<file path="src/rtl/serializer_pkg.sv">
// Shared types for the bit serializer: FSM state encoding and counter sizing.
// S_PAR exists only when BIT_SERIALIZER_PARITY_EN is defined.
package serializer_pkg;

  typedef enum logic [1:0] {
    S_IDLE  = 2'd0,
    S_SHIFT = 2'd1
`ifdef BIT_SERIALIZER_PARITY_EN
    ,
    S_PAR   = 2'd2
`endif
  } state_t;

  // Bit counter must hold WIDTH when the parity bit extends the frame.
  function automatic int cnt_width(input int width);
    return $clog2(width + 1);
  endfunction

endpackage

</file>
<file path="src/rtl/bit_serializer.sv">
// Parallel-in/serial-out feeder for the 101101 detector; BIT_SERIALIZER_PARITY_EN appends an even-parity bit.
// Latency: word accepted at edge k has its first bit on x after edge k, one bit per clock after that.
// Backpressure: din_ready only in idle or the last-bit cycle, so back-to-back words stream with no gap.
module bit_serializer
  import serializer_pkg::*;
#(
  parameter int WIDTH     = 8,
  parameter bit MSB_FIRST = 1'b1
) (
  input  logic             clk,
  input  logic             rst,
  input  logic [WIDTH-1:0] din,
  input  logic             din_valid,
  output logic             din_ready,
  output logic             x,
  output logic             x_valid,
  output logic             busy,
  output logic             done
);

  localparam int             CW        = cnt_width(WIDTH);
  localparam logic [CW-1:0]  LAST_DATA = CW'(WIDTH - 1);

  state_t           state;
  logic [WIDTH-1:0] sreg;
  logic [WIDTH-1:0] sreg_shifted;
  logic [CW-1:0]    cnt;
  logic             fill;
  logic             last_cycle;
  logic             xfer;

`ifdef BIT_SERIALIZER_PARITY_EN
  logic par;

  // Feeding parity in behind the data lands it at the head exactly in S_PAR.
  assign fill       = par;
  assign last_cycle = (state == S_PAR);
`else
  assign fill       = 1'b0;
  assign last_cycle = (state == S_SHIFT) && (cnt == LAST_DATA);
`endif

  assign din_ready = (state == S_IDLE) || last_cycle;
  assign xfer      = din_valid && din_ready;

  generate
    if (MSB_FIRST) begin : g_msb
      assign sreg_shifted = {sreg[WIDTH-2:0], fill};
      assign x            = sreg[WIDTH-1];
    end else begin : g_lsb
      assign sreg_shifted = {fill, sreg[WIDTH-1:1]};
      assign x            = sreg[0];
    end
  endgenerate

  always_ff @(posedge clk or negedge rst) begin
    if (!rst) begin
      state   <= S_IDLE;
      sreg    <= '0;
      cnt     <= '0;
      x_valid <= 1'b0;
      busy    <= 1'b0;
      done    <= 1'b0;
`ifdef BIT_SERIALIZER_PARITY_EN
      par     <= 1'b0;
`endif
    end else if (xfer) begin
      // Reload path serves both idle start and zero-gap back-to-back frames.
      state   <= S_SHIFT;
      sreg    <= din;
      cnt     <= '0;
      x_valid <= 1'b1;
      busy    <= 1'b1;
      done    <= 1'b0;
`ifdef BIT_SERIALIZER_PARITY_EN
      par     <= ^din;
`endif
    end else begin
      case (state)
        S_SHIFT: begin
          if (cnt == LAST_DATA) begin
`ifdef BIT_SERIALIZER_PARITY_EN
            state <= S_PAR;
            sreg  <= sreg_shifted;
            cnt   <= cnt + CW'(1);
            done  <= 1'b1;
`else
            state   <= S_IDLE;
            sreg    <= '0;
            cnt     <= '0;
            x_valid <= 1'b0;
            busy    <= 1'b0;
            done    <= 1'b0;
`endif
          end else begin
            sreg <= sreg_shifted;
            cnt  <= cnt + CW'(1);
`ifdef BIT_SERIALIZER_PARITY_EN
            done <= 1'b0;
`else
            done <= (cnt == LAST_DATA - CW'(1));
`endif
          end
        end
`ifdef BIT_SERIALIZER_PARITY_EN
        S_PAR: begin
          state   <= S_IDLE;
          sreg    <= '0;
          cnt     <= '0;
          x_valid <= 1'b0;
          busy    <= 1'b0;
          done    <= 1'b0;
        end
`endif
        default: begin
          state   <= S_IDLE;
          x_valid <= 1'b0;
          busy    <= 1'b0;
          done    <= 1'b0;
        end
      endcase
    end
  end

endmodule

</file>
<file path="config.mk">
export PLATFORM = sky130hd
export DESIGN_NAME = bit_serializer
export DESIGN_NICKNAME = d
export VERILOG_FILES = /design/src/rtl/serializer_pkg.sv /design/src/rtl/bit_serializer.sv
export SDC_FILE = /design/constraint.sdc
export NUM_CORES = 1
export LEC_CHECK = 0
export CELL_PAD_IN_SITES_DETAIL_PLACEMENT = 0
export CELL_PAD_IN_SITES_GLOBAL_PLACEMENT = 1
export CORE_ASPECT_RATIO = 0.5
export CORE_MARGIN = 2
export CORE_UTILIZATION = 25
export CTS_CLUSTER_DIAMETER = 80
export DETAILED_ROUTE_END_ITERATION = 8
export PLACE_DENSITY = 0.67
export SYNTH_ARGS = -nofsm -noshare
export SYNTH_HDL_FRONTEND = slang
export SYNTH_SLANG_ARGS = --single-unit
</file>
<file path="constraint.sdc">
create_clock -name clk -period 1.8 [get_ports clk]
set_input_delay 0.27 -clock clk [delete_from_list [all_inputs] [get_ports clk]]
set_output_delay 0.27 -clock clk [all_outputs]
set_load 0.01 [all_outputs]
</file>
## After elaboration in Yosys (flattened, before gate mapping)

Index checks and enable logic that the tools add are counted.

| storage, ports and cells | value |
|---|---|
| word-level logic and storage cells | 30 |
| flip-flop bits (word level) | 16 |
| bits of input ports | 11 |
| output and inout bits | 5 |

| cells by class | value |
|---|---|
| add/sub/neg operators | 1 |
| eq/ne operators | 4 |
| reduce and logical (&&, ||, !) cells | 5 |
| mux-type cells | 15 |

Operator list:

| kind | number |
|---|---|
| $mux W8 | 3 |
| $mux W4 | 3 |
| $eq A4 B3 Y1 const B | 2 |
| $mux W1 | 6 |
| $mux W2 | 3 |
| $add A4 B1 Y4 const B | 1 |
| $ne A3 B2 Y1 const B | 1 |
| $eq A2 B1 Y1 const B | 1 |
| $logic_and A1 B1 Y1 | 2 |
| $logic_not A2 Y1 | 1 |
| $reduce_bool A2 Y1 | 1 |
| $logic_or A1 B1 Y1 | 1 |

## Depth between registers and ports, before layout

| logic depth | value |
|---|---|
| word-level depth | 5 |
| mapped depth | 5 |

## Least setup slack after synthesis

OpenSTA, ideal clock, no wires.

| path | value |
|---|---|
| kind | reg-to-reg |
| start | reg cnt[1] |
| end | reg sreg[1] |
| arrival | 1.287 ns |
| required time | 1.674 ns |
| cell stages (with the launch flop) | 6 |
| clock period less this slack | 1.413 ns |
| buffers on the path | 1 |
| library setup time | 0.126 ns |
| setup slack | 0.387 ns |
| cell sequence | dfrtp_1 ha_1 nand3b_1 and2_4 buf_6 a221o_1 |

| between the ends | value |
|---|---|
| word-level cells in the longest chain between the ends | 5 |

RTL lines:

| what | RTL line | text |
|---|---|---|
| from (decl) | bit_serializer.sv:27 | `logic [CW-1:0] cnt;` |
| from (signal assigned) | bit_serializer.sv:97 | `cnt <= cnt + CW'(1);` |
| $eq A4 B3 Y1 (*) | bit_serializer.sv:40, bit_serializer.sv:81 |  |
| $logic_and A1 B1 Y1 | bit_serializer.sv:40 | `assign last_cycle = (state == S_SHIFT) && (cnt == LAST_DATA);` |
| $logic_or A1 B1 Y1 | bit_serializer.sv:43 | `assign din_ready = (state == S_IDLE) \|\| last_cycle;` |
| $logic_and A1 B1 Y1 | bit_serializer.sv:44 | `assign xfer = din_valid && din_ready;` |
| $mux W8 / $reduce_bool A2 Y1 (equally long branches) | n/a |  |
| to (signal assigned) | bit_serializer.sv:70 | `sreg <= din;` |
| to (signal assigned) | bit_serializer.sv:96 | `sreg <= sreg_shifted;` |
| to (decl) | bit_serializer.sv:25 | `logic [WIDTH-1:0] sreg;` |

Mark *: on every way between the ends. The rest lies on a longest branch, timed or not. The select of a mux whose other input is x is not followed.
A chain may end at the register's enable or synchronous reset.

## Worst setup path after layout

| path | value |
|---|---|
| start | reg cnt[0] |
| end | out din_ready |

| between the ends | value |
|---|---|
| word-level cells in the longest chain between the ends | 3 |

RTL lines:

| what | RTL line | text |
|---|---|---|
| $eq A4 B3 Y1 | bit_serializer.sv:40 |  |
| $logic_and A1 B1 Y1 | bit_serializer.sv:40 |  |
| $logic_or A1 B1 Y1 | bit_serializer.sv:43 |  |
| to (decl) | bit_serializer.sv:14 | `output logic din_ready,` |

No other way between the ends.

==> results.toml <==
[clock_network]
clkSlewWorstSetupHoldPaths_ps = 60
cts-root-to-sink-buffers = 2
clock-sinks = 14
cts_made_buffers = 3
tritoncts = "done"
insertion_delay_ps = 240
cts_hold_repair.buffers = 0
clock-root-buffer = "sky130_fd_sc_hd__clkbuf_8"
ctsHtreeMaxLevel = 1

[power]
seq_power_share = 0.354
vdd_ir_drop_max_uv = 442
p_sw_uw = 477
total_power_mw = 1.45
cellPowerDensity_nw_per_um2 = 1430
share_comb_of_total_power = 0.435
share_clk_of_total_power = 0.211
total_internal_power_uw = 975
power.leakage_nw = 0.474
p_sw_frac = 0.329

[final_layout]
fillers = 273
multi_input_area_um2 = 339
syn_to_final_growth_pct = 37.8
nNetsFinal = 103
drive_gt1_frac = 0.157
regArea_um2 = 350
n_antenna_cell = 0

[die]
die_w_um = 80.7
start_util = 0.274
std_cell_rows = 13
ioPinCount = 16
core_area_um2 = 2680
dieHeight_um = 42.3
dieArea_um2 = 3410

[critical_path]
endpoint_kind = "output pin"
critical_path_buffers_and_inverters = 2
crit_path_cell_trace = "ha_1 > nand3b_1 > and2_4 > inv_1 > dlygate4sd2_1"
critPathSlowestCell = "sky130_fd_sc_hd__dfrtp_1"
crit_required_ps = 1530
crit_path_max_incr_delay_ps = 390
setup.worst_path.class = "flop to output pin"
worst_r2r_endpoint = "sreg[4]"
cell_class_contributing_the_biggest_share_of_worst_path_delay = "flip-flops"
cp.arrival_ps = 1420
crit_path_max_fanout = 2
cp-start-kind = "flop"
timing.reg2reg.worst_path_depth = 4
r2r_start = "cnt[0]"
setup.reg_to_reg.worst_slack_ps = 280

[logic_synthesis]
synth_nets = 82
ys_seq_elements = 14
synth_warnings = 0
avgSynthCellArea_um2 = 10.6
synth.lib_cells_used.distinct = 22
synth_sequential_area_ratio = 0.477
syn_inst = 69
post_synth_instance_area_um2 = 734

[routing]
drt-pass1-iter-count = 4
wl_met1_um = 816
routed_met2_length_um = 905
via_count = 612
routed_wire_length_per_instance_um = 14.1
route.top_layer_used = "met3"
vias_per_cell = 4.86
number_of_antenna_violating_nets_in_the_routed_design = 0
met3RoutedLength_um = 57
drt-initial-drc-count = 24
routed_wirelength_um = 1780
detail_route.drc_violations = 0

[global_route]
maximum_number_of_pins_on_one_net_before_global_route_repair = 19
grtUsageTotal = 0.116
grt_antenna_before_repair = 0
grt_pass1_vias = 656
gr-total-overflow = 0
global_route_wire_length_before_repair_um = 2990

[sta]
final_max_slew_viol_count = 0
finalCriticalPeriod_ps = 1690
final_total_negative_setup_slack_ps = 0
setup-violations-final = 0
final-hold-violation-count = 0
final_min_period_over_clock_period = 0.941
timing.hold.ws_ps = 414
max_slew.worst_pin.slew_ps = 625
max_clock_freq_mhz = 590
clock_skew_ps = 2.87
maxSlewHeadroom = 0.582
rsz0062_at_grt = "no"

[worst_hold_path]
hold_path.class = "primary input to asynchronous set/reset pin"

[run]
maxCapViolations = 0

[place]
buffer_ports.inserted = 15
place_hpwl_um = 1190
finalWeightedCongestion = 0.763

[run_status]
status = "completed"
how the worst max path moves through the flow:
| stage | startpoint | to | cells past startpoint |
|---|---|---|---|
| floorplan | cnt[1] | sreg[1] | 5 |
| global placement | cnt[1] | din_ready | 5 |
| global route | cnt[0] | din_ready | 5 |
| finish | cnt[0] | din_ready | 5 |
| detailed placement | cnt[1] | din_ready | 5 |
| CTS | cnt[0] | din_ready | 5 |
metrics by stage:
| stage | setup WS [ps] | std cells | cell area, µm² | util |
|---|---|---|---|---|
| after floorplan | 387 | 69 | 734 | - |
| after global placement | 130 | 120 | 943 | 0.352 |
| after detailed placement | 106 | 120 | 943 | 0.352 |
| after CTS | 94.2 | 126 | 1010 | 0.377 |
| after global routing | 32.9 | 126 | 1010 | 0.377 |
| final | 106 | 126 | 1010 | 0.377 |
area by class of cell:
cell class,instances,share of cell area
inverters,2,0.00742
repair buffers,22,0.211
clock buffers,4,0.0544
well taps,37,0.0457
multi-input cells,47,0.335
flip-flops and latches,14,0.346
synth_stat cells (all sizes together):
cell	n	area [µm²]
nand3b	1	7.51
xor2	1	8.76
and2	1	8.76
or2	1	6.26
nor4b	1	8.76
nand2	6	22.5
dfrtp	14	350
a22o	1	8.76
o21ai	2	10.0
a221o	7	70.1
buf	5	33.8
clkbuf	1	3.75
nor2	9	33.8
or4b	1	10.0
or2b	1	7.51
mux2i	8	80.1
and4b	1	11.3
inv	2	7.51
ha	2	25.0
nand3	4	20.0
cell usage in the layout (no fill, tap or decap), drive strengths merged:
master,n
o21ai,2
dlygate4sd2,1
and2,1
or4b,1
clkdlybuf4s50,14
xor2,1
nor2,9
mux2i,8
nor4b,1
ha,2
and4b,1
buf,7
a22o,1
a221o,7
nand2,6
nand3b,1
or2b,1
or2,1
inv,2
dfrtp,14
clkbuf,4
nand3,4
power by group through the flow:
stage / Sequential (mW) / Combinational, mW / Clock [mW]
6_report: 0.515 / 0.631 / 0.306
2_1_floorplan: 0.520 / 0.377 / 0
4_1_cts: 0.514 / 0.636 / 0.315
3_3_place_gp: 0.519 / 0.569 / 0
3_5_place_dp: 0.525 / 0.594 / 0
5_1_grt: 0.528 / 0.700 / 0.333
logic make-up (layout without fill, tap and decap cells):
group	after synthesis	after routing	share of synthesized area
xor+xnor	1	1	0.0119
mux	8	8	0.109
flops	14	14	0.477
fa+ha+maj	2	2	0.0341
buf+inv	8	28	0.0613
compound gates	10	10	0.121
simple gates	26	26	0.186
layer usage:
metal  global-route usage  up-vias
li1                     -      285
met2                0.193       14
met5                    0        -
met3               0.0409        0
met4               0.0475        0
met1                0.137      313
timing repair:
item,4_1_cts,5_1_grt
buffers inserted,2,0
gates resized for setup,1,0
endpoints found under the setup margin,1,0
flip-flops by register name, summed over array words and instances, names as in the netlist:
register,flops
state,1
done,1
cnt,4
sreg,8
worst reg2reg max path, cell delays in order (launching register included):
cell                      delay (ps)
sky130_fd_sc_hd__dfrtp_1         390
sky130_fd_sc_hd__ha_1            220
sky130_fd_sc_hd__buf_4           150
sky130_fd_sc_hd__and4b_2         310
sky130_fd_sc_hd__a221o_1         330
Power figures use the tool's default switching activity.
